$ cat config.mk
export PLATFORM = sky130hd
export DESIGN_NAME = apx_add_pipe_flat
export DESIGN_NICKNAME = d
export VERILOG_FILES = /design/src/rtl/apx_add_pipe_if.sv /design/src/rtl/apx_add_pipe.sv /design/src/flat_wrapper.sv
export SDC_FILE = /design/constraint.sdc
export NUM_CORES = 1
export LEC_CHECK = 0
export ABC_AREA = 0
export CAP_MARGIN = 20
export CORE_MARGIN = 2
export CORE_UTILIZATION = 34
export CTS_CLUSTER_SIZE = 16
export DETAILED_ROUTE_END_ITERATION = 12
export GPL_ROUTABILITY_DRIVEN = 0
export HOLD_SLACK_MARGIN = 0.03
export PLACE_DENSITY = 0.6
export SYNTH_ARGS = -nofsm -noshare
export SYNTH_HDL_FRONTEND = slang
export SYNTH_SLANG_ARGS = --single-unit
$ cat constraint.sdc
create_clock -name clk -period 4.9 [get_ports clk]
set_input_delay 0.49 -clock clk [delete_from_list [all_inputs] [get_ports clk]]
set_output_delay 0.49 -clock clk [all_outputs]
set_load 0.01 [all_outputs]
$ cat src/rtl/apx_add_pipe_if.sv
// apx_add_pipe_if
//   Operand/result stream bundle for the approximate adder pipeline.
//   Ports (slave = adder side):
//     in_valid/in_ready  operand beat handshake
//     a, b               unsigned operands (DWA / DWB bits)
//     mode               0 exact, 1 truncate, 2 lower-OR, 3 truncate+compensate
//     k                  approximate low-bit count (clamped inside the adder)
//     out_valid/out_ready result handshake
//     c                  approximate sum including carry-out (DWO+1 bits)
interface apx_add_pipe_if #(
  parameter int DWA       = 16,
  parameter int DWB       = 16,
  parameter int DW_AC_MAX = 8
);
  localparam int DWO = (DWA > DWB) ? DWA : DWB;
  localparam int KW  = $clog2(DW_AC_MAX + 1);

  logic           in_valid;
  logic           in_ready;
  logic [DWA-1:0] a;
  logic [DWB-1:0] b;
  logic [1:0]     mode;
  logic [KW-1:0]  k;
  logic           out_valid;
  logic           out_ready;
  logic [DWO:0]   c;

  modport master (
    output in_valid, a, b, mode, k, out_ready,
    input  in_ready, out_valid, c
  );

  modport slave (
    input  in_valid, a, b, mode, k, out_ready,
    output in_ready, out_valid, c
  );
endinterface

$ cat src/rtl/apx_add_pipe.sv
// apx_add_pipe
//   Two-stage pipelined approximate adder with per-beat mode/k selection,
//   valid/ready back-pressure and an absolute-error monitor.
//   Ports:
//     clk         clock, all state on rising edge
//     rst_n       asynchronous active-low reset
//     io          operand/result stream (apx_add_pipe_if.slave)
//     clr_stats   synchronous clear of the monitor registers
//     err_acc     saturating sum of |exact - c|
//     err_max     largest |exact - c| seen
//     sample_cnt  saturating count of monitored results
module apx_add_pipe #(
  parameter int DWA       = 16,
  parameter int DWB       = 16,
  parameter int DW_AC_MAX = 8,
  parameter int ACC_W     = 32,
  parameter int CNT_W     = 16,
  localparam int DWO      = (DWA > DWB) ? DWA : DWB
) (
  input  logic               clk,
  input  logic               rst_n,
  apx_add_pipe_if.slave      io,
  input  logic               clr_stats,
  output logic [ACC_W-1:0]   err_acc,
  output logic [DWO:0]       err_max,
  output logic [CNT_W-1:0]   sample_cnt
);

  localparam int KW = $clog2(DW_AC_MAX + 1);
  localparam int SW = ((ACC_W > DWO + 1) ? ACC_W : DWO + 1) + 1;

  logic [DWO-1:0] a_ext;
  logic [DWO-1:0] b_ext;
  logic [KW-1:0]  k_eff;
  logic [DWO-1:0] lo_mask;
  logic [DWO-1:0] lo_res;

  logic           s1_valid;
  logic [DWO-1:0] s1_lo;
  logic [DWO-1:0] s1_ua;
  logic [DWO-1:0] s1_ub;
  logic [DWO:0]   s1_exact;

  logic           s2_valid;
  logic [DWO:0]   s2_c;
  logic [DWO:0]   s2_exact;

  logic           s1_load;
  logic           s2_load;
  logic           out_hs;
  logic [DWO:0]   err;
  logic [SW-1:0]  acc_sum;
  logic [ACC_W-1:0] acc_next;

  assign a_ext = DWO'(io.a);
  assign b_ext = DWO'(io.b);

  // Exact mode is folded into the approximate path by forcing k to zero,
  // which makes the low part empty and the upper add cover every bit.
  always_comb begin
    k_eff = io.k;
    if (io.k > KW'(DW_AC_MAX)) begin
      k_eff = KW'(DW_AC_MAX);
    end
    if (io.mode == 2'd0) begin
      k_eff = '0;
    end
  end

  assign lo_mask = (DWO'(1) << k_eff) - DWO'(1);

  // Low-part result; the upper sum always has zeros below bit k, so this is
  // simply OR-ed into it in the second stage.
  always_comb begin
    lo_res = '0;
    case (io.mode)
      2'd2: lo_res = (a_ext | b_ext) & lo_mask;
      2'd3: begin
        if (k_eff != '0) begin
          lo_res = DWO'(1) << (k_eff - KW'(1));
        end
      end
      default: lo_res = '0;
    endcase
  end

  // A stage loads when it is empty or its successor is draining it.
  assign s2_load     = !s2_valid || io.out_ready;
  assign s1_load     = !s1_valid || s2_load;
  assign io.in_ready = s1_load;
  assign io.out_valid = s2_valid;
  assign io.c         = s2_c;
  assign out_hs       = s2_valid && io.out_ready;

  // Two-stage data path: S1 splits the operands, S2 does the carry-isolated
  // upper add. The exact sum rides along for the error monitor.
  always_ff @(posedge clk or negedge rst_n) begin
    if (!rst_n) begin
      s1_valid <= 1'b0;
      s1_lo    <= '0;
      s1_ua    <= '0;
      s1_ub    <= '0;
      s1_exact <= '0;
      s2_valid <= 1'b0;
      s2_c     <= '0;
      s2_exact <= '0;
    end else begin
      if (s1_load) begin
        s1_valid <= io.in_valid;
        if (io.in_valid) begin
          s1_lo    <= lo_res;
          s1_ua    <= a_ext & ~lo_mask;
          s1_ub    <= b_ext & ~lo_mask;
          s1_exact <= {1'b0, a_ext} + {1'b0, b_ext};
        end
      end
      if (s2_load) begin
        s2_valid <= s1_valid;
        if (s1_valid) begin
          s2_c     <= ({1'b0, s1_ua} + {1'b0, s1_ub}) | {1'b0, s1_lo};
          s2_exact <= s1_exact;
        end
      end
    end
  end

  // Truncate+compensate can overshoot the exact sum, so the magnitude is
  // taken in whichever direction is non-negative.
  always_comb begin
    err = s2_exact - s2_c;
    if (s2_c > s2_exact) begin
      err = s2_c - s2_exact;
    end
  end

  always_comb begin
    acc_sum  = SW'(err_acc) + SW'(err);
    acc_next = acc_sum[ACC_W-1:0];
    if (acc_sum > SW'({ACC_W{1'b1}})) begin
      acc_next = '1;
    end
  end

  // Error monitor, updated on each output handshake. A clear in the same
  // cycle wins and the sample is dropped.
  always_ff @(posedge clk or negedge rst_n) begin
    if (!rst_n) begin
      err_acc    <= '0;
      err_max    <= '0;
      sample_cnt <= '0;
    end else if (clr_stats) begin
      err_acc    <= '0;
      err_max    <= '0;
      sample_cnt <= '0;
    end else if (out_hs) begin
      err_acc <= acc_next;
      if (err > err_max) begin
        err_max <= err;
      end
      if (sample_cnt != '1) begin
        sample_cnt <= sample_cnt + CNT_W'(1);
      end
    end
  end

endmodule

$ cat src/flat_wrapper.sv
// flat-port wrapper written by rule: the top's interface ports become plain ports
module apx_add_pipe_flat 
#(
  parameter int DWA       = 16,
  parameter int DWB       = 16,
  parameter int DW_AC_MAX = 8,
  parameter int ACC_W     = 32,
  parameter int CNT_W     = 16,
  localparam int DWO      = (DWA > DWB) ? DWA : DWB
)
  (clk, rst_n, clr_stats, err_acc, err_max, sample_cnt, io_in_valid, io_a, io_b, io_mode, io_k, io_out_ready, io_in_ready, io_out_valid, io_c);
  apx_add_pipe_if #(.DWA(DWA), .DWB(DWB), .DW_AC_MAX(DW_AC_MAX)) io_i ();
  input  logic clk;
  input  logic rst_n;
  input  logic clr_stats;
  output logic [ACC_W-1:0] err_acc;
  output logic [DWO:0] err_max;
  output logic [CNT_W-1:0] sample_cnt;
  input wire logic [$bits(io_i.in_valid)-1:0] io_in_valid;
  input wire logic [$bits(io_i.a)-1:0] io_a;
  input wire logic [$bits(io_i.b)-1:0] io_b;
  input wire logic [$bits(io_i.mode)-1:0] io_mode;
  input wire logic [$bits(io_i.k)-1:0] io_k;
  input wire logic [$bits(io_i.out_ready)-1:0] io_out_ready;
  output wire logic [$bits(io_i.in_ready)-1:0] io_in_ready;
  output wire logic [$bits(io_i.out_valid)-1:0] io_out_valid;
  output wire logic [$bits(io_i.c)-1:0] io_c;
  assign io_i.in_valid = io_in_valid;
  assign io_i.a = io_a;
  assign io_i.b = io_b;
  assign io_i.mode = io_mode;
  assign io_i.k = io_k;
  assign io_i.out_ready = io_out_ready;
  assign io_in_ready = io_i.in_ready;
  assign io_out_valid = io_i.out_valid;
  assign io_c = io_i.c;
  apx_add_pipe #(.DWA(DWA), .DWB(DWB), .DW_AC_MAX(DW_AC_MAX), .ACC_W(ACC_W), .CNT_W(CNT_W)) u_core (.clk(clk), .rst_n(rst_n), .io(io_i), .clr_stats(clr_stats), .err_acc(err_acc), .err_max(err_max), .sample_cnt(sample_cnt));
endmodule
==> Yosys cells after proc, flatten, opt, wreduce, memory -nomap -nowiden <==
Index checks and enable logic that the tools add are counted.
{ "word_totals": {"reg_bits": 166, "inputBits": 43, "output_inout_bits": 84, "wordCells": 62} }
{ "op_classes": {"addsub": 8, "order_cmp": 4, "eq_ne": 3, "shifts": 2, "mux": 14, "bitwise": 6, "reduce_logical": 14} }
{ "ops": {"columns": ["cell", "n"], "rows": [
  ["$mux W32", 3],
  ["$mux W17", 4],
  ["$mux W16", 4],
  ["$and A16 B16 Y16", 3],
  ["$add A16 B16 Y17", 2],
  ["$gt A17 B17 Y1", 2],
  ["$sub A17 B17 Y17", 2],
  ["$add A32 B17 Y33", 1],
  ["$gt A33 B32 Y1 const B", 1],
  ["$pmux W16 S2", 1],
  ["$shl A1 B4 Y16 const A", 2],
  ["$or A17 B16 Y17", 1],
  ["$add A16 B1 Y16 const B", 1],
  ["$ne A16 B16 Y1 const B", 1],
  ["$not A16 Y16", 1],
  ["$or A16 B16 Y16", 1],
  ["$sub A16 B2 Y16 const B", 1],
  ["$mux W4", 2],
  ["$reduce_and A2 Y1", 4],
  ["$reduce_bool A2 Y1", 3],
  ["$eq A2 B2 Y1 const B", 2],
  ["$gt A4 B4 Y1 const B", 1],
  ["$reduce_bool A4 Y1", 1],
  ["$sub A4 B1 Y4 const B", 1],
  ["other kinds (4)", 6]
]} }

==> Longest topological paths before layout <==
Gate-level depths: netlist of the first run.
{ "depth": {"depth_word": 7, "mapped_depth": 24, "mapped_depth_nobuf": 23} }

==> Worst setup path after synthesis of the first run <==
OpenSTA, ideal clock, no wires.
{ "synth_timing": {"path_type": "reg2reg", "from": "reg u_core.s2_c[11] (netlist: u_core.io.c[11])", "to": "reg u_core.err_acc[30]", "setup_time_ps": 78, "t_arrival_ps": 4736, "required_time_ps": 4822, "path_slack_ps": 86, "stages_incl_launch_ff": 21, "path_buffers": 2, "period_less_slack_ps": 4814, "path_cell_list": "dfrtp_1 inv_1 ha_1 buf_6 a21o_1 or4_4 o21ai_4 o31ai_4 nor2_8 buf_12 mux2_2 fa_1 a21o_1 a21oi_1 o211ai_1 a221oi_2 a31oi_1 a21oi_2 nor3_1 a41o_1 a21oi_1"} }
{ "synth_via": {"elab_chain_len": 7, "elab_cells_between_ends": 9, "cone_classes": "add/sub: 3; order compare: 2; mux: 4"} }
{ "synth_lines": {"columns": ["element", "line_no", "rtl"], "rows": [
  ["from (decl)", "apx_add_pipe.sv:45", "logic [DWO:0] s2_c;"],
  ["from (signal assigned)", "apx_add_pipe.sv:120", "s2_c <= ({1'b0, s1_ua} + {1'b0, s1_ub}) | {1'b0, s1_lo};"],
  ["$sub A17 B17 Y17 (tied with other cells)", "apx_add_pipe.sv:130", "err = s2_exact - s2_c;"],
  ["$mux W17 *", "apx_add_pipe.sv:131", "if (s2_c > s2_exact) begin"],
  ["$add A32 B17 Y33 *", "apx_add_pipe.sv:137", "acc_sum = SW'(err_acc) + SW'(err);"],
  ["$gt A33 B32 Y1", "apx_add_pipe.sv:139", "if (acc_sum > SW'({ACC_W{1'b1}})) begin"],
  ["$mux W32 *", "apx_add_pipe.sv:139", null],
  ["$mux W32 *", "apx_add_pipe.sv:155", "end else if (out_hs) begin"],
  ["$mux W32 *", "apx_add_pipe.sv:151", "end else if (clr_stats) begin"],
  ["to (signal assigned)", "apx_add_pipe.sv:156", "err_acc <= acc_next;"],
  ["to (decl)", "apx_add_pipe.sv:24", "output logic [ACC_W-1:0] err_acc,"]
]} }
Every way passes the cells marked *; elsewhere a longest branch is shown, timed or not. The select of a mux whose other input is x is not followed.
A chain may end at the register's enable or synchronous reset.

==> Worst setup path after layout of the first run <==
{ "layout_timing": {"from": "reg u_core.s2_c[15] (netlist: u_core.io.c[15])", "to": "reg u_core.err_acc[9]"} }
Same word-level chain as after synthesis.

==> metrics.yaml, run 1 <==
run_status: "complete, no violations"
synth_area_per_cell_um2: 9.08
grt_pass1_vias: 9382
path_common_cell: "buf_4"
detailed_place_hpwl_um: 22700
fin_skew_ns: 0.0153
antenna_found_initial: 0
diodes: 0
num-nets-final: 1648
io_buffers: 126
hold_viol: 0
r2r_cells: 22
critPathKind: "flip-flop to flip-flop"
track_usage_pct: 16.7
cts-root-buf: "clkbuf_16"
area_growth_pct: 30.6
start_util_pct: 34.5
crit_path_end_kind: "flip-flop"
synth_flop_cell: "dfrtp_1"
final.setup.tns_ns: 0
ant_nets: 0
maxSlewHeadroom_pct: 36.3
drive_above_1_share_pct: 17.6
cpPeakStageDelay_ns: 0.40
r2r_start: "u_core.io.c[15]$_DFFE_PN0P_"
die_w_um: 189
rsz0062_at_grt: "yes"
ys_seq_elements: 166
wl_per_cell_um: 15.6
synth_nets: 1448
grt_overflow: 0
clockBufferDepth: 2
netlist_instances: 1279
path_delay_family: "compound AO/OA/AOI/OAI gates"
final_cells: 1940
path_clk_slew_ns: 0.08
synth-seq-area-share_pct: 35.8
io_pins: 127
synth_area_um2: 11600
ys_warn_count: 0
drv_cap: 0
arrival_ns: 5.10
setup_violations: 0
r2r_end: "u_core.err_acc[9]$_DFFE_PN0P_"
drt_first_pass_iters: 5
async_flop_share_pct: 100
vias_per_cell: 5.11
totalWireLength_um: 30200
design_area_um2: 15200
placed_area_um2: 13800
grt_pass1_wl_um: 48200
worstPathCellList: "inv_1, ha_1, nand4_1, nor4_4, a41o_2, a21o_4, o31ai_4, nor2_8, buf_12, mux2_4, xnor2_2, ha_1, buf_4, nand2_1, o211ai_1, a221oi_2, buf_4, a31o_2, a2111o_1, buf_4, buf_4, a311oi_1"
fmax_ghz: 0.210
insertion_delay_ns: 0.45
drtIter0Drc: 540
clkSinkCount: 166
core-area_um2: 33600
fin_crit_sh_pct: 97.3
vias: 9915
drc: 0
required_ns: 5.23
cp.buffers_inverters: 6
die_h_um: 189
synth-edff-count: 0
max-vdd-ir-drop_mv: 0.477
slew_violations: 0
crit_fanout: 4
worst_pin_slew_ns: 0.955
p_leak_nw: 6.90
min_path_type: "input port to asynchronous set/reset pin"
htree_levels: 4
dieArea_um2: 35600
fillers: 3260
cellPowerDensity_nw_per_um2: 709
period_minus_slack_ns: 4.77
cts_tree: "built"
rrSetupSlack_ns: 0.13
core.rowCount: 67
cp_slowest_cell: "a2111o_1"
grt_start_max_net_pins: 167
synth.distinct_cells: 83
place_inst: 1883
numCtsBuffers: 17
start_kind: "flip-flop"
## worst max path at each step
| stage | slack, ns | end | from | cells after the start |
|---|---|---|---|---|
| 2_1_floorplan | 0.09 | u_core.err_acc[30]$_DFFE_PN0P_ | u_core.io.c[11]$_DFFE_PN0P_ | 20 |
| 3_3_place_gp | -0.04 | u_core.err_acc[31]$_DFFE_PN0P_ | u_core.io.c[1]$_DFFE_PN0P_ | 23 |
| 3_5_place_dp | -0.07 | u_core.err_acc[31]$_DFFE_PN0P_ | u_core.s2_exact[1]$_DFFE_PN0P_ | 22 |
| 4_1_cts | -0.007 | u_core.err_acc[10]$_DFFE_PN0P_ | u_core.io.c[16]$_DFFE_PN0P_ | 21 |
| 5_1_grt | -0.09 | u_core.err_max[13]$_DFFE_PN0P_ | u_core.io.c[0]$_DFFE_PN0P_ | 23 |
| 6_report | 0.13 | u_core.err_acc[9]$_DFFE_PN0P_ | u_core.io.c[15]$_DFFE_PN0P_ | 22 |
## layout by cell type (no fill, tap or decap), types with 30 or more instances in the layout
master / instances
dfrtp_1: 166
buf_4: 104
a21oi_1: 78
a21o_1: 34
ha_1: 107
inv_1: 112
nor2_1: 90
nand2_1: 97
clkdlybuf4s50_1: 124
o21ai_0: 60
nor3_1: 48
xor2_1: 30
## repair_timing
| action | CTS | global route |
|---|---|---|
| buffers inserted | 0 | 23 |
| hold buffers | 0 | 0 |
| resized for setup | 4 | 93 |
| setup endpoints to repair | 8 | 49 |
| pin swaps | 1 | 41 |
| cloned | 0 | 1 |
## cell families after synthesis
logic type | Yosys count | synth area share (%)
XOR/XNOR | 67 | 5.06
buffers and inverters | 170 | 5.96
flip-flops | 166 | 35.8
adder cells (fa/ha/maj) | 126 | 13.9
AND/OR/NAND/NOR | 365 | 15.5
multiplexers | 38 | 3.51
AO/OA/AOI/OAI | 347 | 20.3
## power breakdown
group          switching, mW  total (mW)  leakage (nW)  internal (mW)
sequential             0.231        1.87          2.14           1.64
combinational           3.85        7.48          4.47           3.63
clock                  0.676        1.41         0.293          0.734
## flip-flops by register name, indices dropped and copies added, names as in the netlist
| name | count |
|---|---|
| u_core.err_max | 17 |
| u_core.io.c | 17 |
| u_core.sample_cnt | 16 |
| u_core.io.out_valid | 1 |
| u_core.s1_ub | 16 |
| u_core.s1_exact | 17 |
| u_core.s1_lo | 16 |
| u_core.s2_exact | 17 |
| u_core.s1_ua | 16 |
| u_core.err_acc | 32 |
| u_core.s1_valid | 1 |
## metrics by stage
stage / hold WS (ns) / power, mW / util [%] / worst slack, ns
floorplan: 0.194 / 6.11 / - / 0.0855
global placement: 0.459 / 8.13 / 41.1 / -0.0425
detailed placement: 0.463 / 8.24 / 41.1 / -0.0744
CTS: 0.250 / 9.74 / 43.0 / -0.00734
global route: 0.250 / 11.6 / 45.1 / -0.0921
finish: 0.160 / 10.8 / 45.1 / 0.132
## cell usage after synthesis, types with 16 or more instances
| library cell | count | share of area [%] |
|---|---|---|
| nand4_1 | 20 | 1.1 |
| o21ai_0 | 61 | 2.6 |
| nand3_1 | 23 | 0.99 |
| xor2_1 | 33 | 2.5 |
| xnor2_1 | 34 | 2.6 |
| mux2_2 | 22 | 2.1 |
| clkbuf_1 | 35 | 1.1 |
| inv_1 | 115 | 3.7 |
| ha_1 | 121 | 13 |
| o21a_1 | 20 | 1.3 |
| nor2_1 | 90 | 2.9 |
| mux2i_1 | 16 | 1.4 |
| dfrtp_1 | 166 | 36 |
| nor3_1 | 52 | 2.2 |
| a21o_1 | 35 | 2.3 |
| a211oi_1 | 17 | 1.1 |
| nand2_1 | 100 | 3.2 |
| a21oi_1 | 90 | 3.9 |
## layer usage
layer	vias up	share of wire [%]	track usage, %	wire length, µm
met5	-	0	0	0
met3	25	4.4	2.64	1330
li1	4964	-	-	-
met4	0	0.96	3.64	291
met2	231	46	27.1	14000
met1	4695	48	23.4	14600
## final cells by class
type                    count  area, µm²  share of cell area (%)
repair buffers            235       2120                    14.0
clock inverters            15        190                    1.25
well taps                 448        561                    3.70
multi-input cells         943       7270                    48.0
inverters                 116        435                    2.87
clock buffers              17        425                    2.81
flip-flops and latches    166       4150                    27.4
Note: power is estimated with default switching activity, not from simulation.
==> run 2: changes to the inputs <==
- PLACE_DENSITY: 0.6 -> 0.52
==> run 2 against run 1 <==
Against the previous run: sequential share of layout area shrank 0.60 points; largest cell class unchanged; cell count is 0.82% higher; fmax is 1.0% lower; total power grew 6.6%; via count increased by 0.68%; highest routed layer unchanged; global-route usage increased by 0.76 points; critical path depth decreased by 1; sequential power about the same.
==> metrics.yaml, run 2 (synthesis results as in run 1) <==
vias_per_cell: 5.10
drv_cap: 0
numCtsBuffers: 17
seqCellArea_um2: 4150
crit_fanout: 7
crit_path_end_kind: "flip-flop"
fin_crit_sh_pct: 98.3
fillers: 3239
start_util_pct: 34.5
regMostFlops: "u_core.err_acc"
detailed_place_hpwl_um: 23400
grt_overflow: 0
cts_tree: "built"
worstPathCellList: "ha_4, nand4_1, nor4_2, a41o_2, a21o_4, o31ai_4, nor2_8, buf_6, buf_8, mux2i_4, xor2_2, ha_1, a21o_1, a21o_1, a211oi_4, a211o_1, a21oi_4, buf_6, clkbuf_16, and4_1, a311o_1"
met3_length_um: 949
largest_reg_flops: 32
clockBufferDepth: 2
placed_area_um2: 13900
setup_violations: 0
maxSlewHeadroom_pct: 41.6
ctsHoldBuffers: 0
clkSinkCount: 166
insertion_delay_ns: 0.44
die_h_um: 189
drc: 0
final_common_cell: "dfrtp_1"
period_minus_slack_ns: 4.82
p_leak_nw: 7.02
die_w_um: 189
fmax_ghz: 0.208
final_core_util_pct: 46.1
min_path_type: "input port to asynchronous set/reset pin"
core-area_um2: 33600
io_buffers: 126
vias: 9982
final.setup.tns_ns: 0
final_cell_mix: "166 x dfrtp_1, 124 x clkdlybuf4s50_1, 110 x inv_1, 110 x buf_4, 104 x ha_1"
wl_met2_um: 14800
slew_violations: 0
core.rowCount: 67
run_status: "complete, no violations"
start_kind: "flip-flop"
htree_levels: 4
cts-root-buf: "clkbuf_16"
dieArea_um2: 35600
design_area_um2: 15500
hold_viol: 0
drt_first_pass_iters: 7
totalWireLength_um: 31500
cpPeakStageDelay_ns: 0.44
rrSetupSlack_ns: 0.08
area_growth_pct: 33.5
top_layer: "met4"
multiInputGateArea_um2: 7470
drive_above_1_share_pct: 20.4
arrival_ns: 5.15
diodes: 0
rsz0062_at_grt: "yes"
grt_start_max_net_pins: 92
io_pins: 127
final_cells: 1956
cp_slowest_cell: "dfrtp_1"
wl_per_cell_um: 16.1
critPathKind: "flip-flop to flip-flop"
fin_skew_ns: 0.0127
cellPowerDensity_nw_per_um2: 740
num-nets-final: 1664
antenna_found_initial: 0
grt_pass1_vias: 9667
drtIter0Drc: 514
ant_nets: 0
place_inst: 1890
required_ns: 5.23
path_clk_slew_ns: 0.08
track_usage_pct: 17.5
max-vdd-ir-drop_mv: 0.418
wl_met1_um: 15200
grt_pass1_wl_um: 50300
worst_pin_slew_ns: 0.876
run 2: cell count changes in the layout (fill, tap and decap cells not counted), sizes merged:
cell / before / now
clkinvlp: 2 / 0
inv: 120 / 123
buf: 111 / 126
clkinv: 8 / 7
clkbuf: 17 / 19
bufinv: 1 / 0
run 2: path summary, 6_finish.rpt:
| kind | startpoint | endpoint | cells past startpoint |
|---|---|---|---|
| setup / recovery | u_core.s2_exact[9]$_DFFE_PN0P_ | u_core.err_max[8]$_DFFE_PN0P_ | 21 |
| hold reg to reg | u_core.s1_exact[8]$_DFFE_PN0P_ | u_core.s1_exact[8]$_DFFE_PN0P_ | 2 |
| max in group asynchronous | rst_n | u_core.s2_exact[12]$_DFFE_PN0P_ | 2 |
| setup reg to reg | u_core.s2_exact[9]$_DFFE_PN0P_ | u_core.err_max[8]$_DFFE_PN0P_ | 21 |
| hold / removal | rst_n | u_core.err_acc[26]$_DFFE_PN0P_ | 1 |
| min in group clk | u_core.s1_exact[8]$_DFFE_PN0P_ | u_core.s1_exact[8]$_DFFE_PN0P_ | 2 |
run 2: timing repair:
action                                  4_1_cts  5_1_grt
cloned                                        0        2
buffers inserted                              2       32
gates resized for setup                       8      134
pin swaps                                     2       57
endpoints found under the setup margin       15       49
run 2: final cells by class:
class | instances | share of cell area, %
Tap cell | 448 | 3.62
Clock buffer | 18 | 2.83
Sequential cell | 166 | 26.8
Clock inverter | 14 | 0.896
Timing Repair Buffer | 251 | 14.9
Inverter | 116 | 2.81
Multi-Input combinational cell | 943 | 48.2
run 2: through the flow:
step / power, mW / worst slack [ns] / hold WS [ns]
final: 11.5 / 0.0818 / 0.140
after global routing: 12.3 / -0.132 / 0.212
after CTS: 9.93 / 0.00313 / 0.186
after detailed placement: 8.43 / -0.228 / 0.461
after global placement: 8.35 / -0.152 / 0.459
after floorplan: 6.11 / 0.0855 / 0.194
run 2: layer usage:
layer	GRT usage, %	up-vias
li1	-	4991
met1	23.9	4779
met2	28.7	179
met3	2.29	33
met4	5.35	0
met5	0	-
run 2: power by group:
group	switching (mW)	internal, mW
logic	4.13	4.10
registers	0.239	1.64
clock network	0.666	0.690
run 2: worst max-delay path: cells and delay by family (launching register included):
kind | cells | cell delay (ns)
mux | 1 | 0.26
buf+inv | 4 | 0.57
xor+xnor | 1 | 0.23
flops | 1 | 0.44
compound gates | 9 | 1.71
fa+ha+maj | 2 | 0.58
simple gates | 4 | 0.89
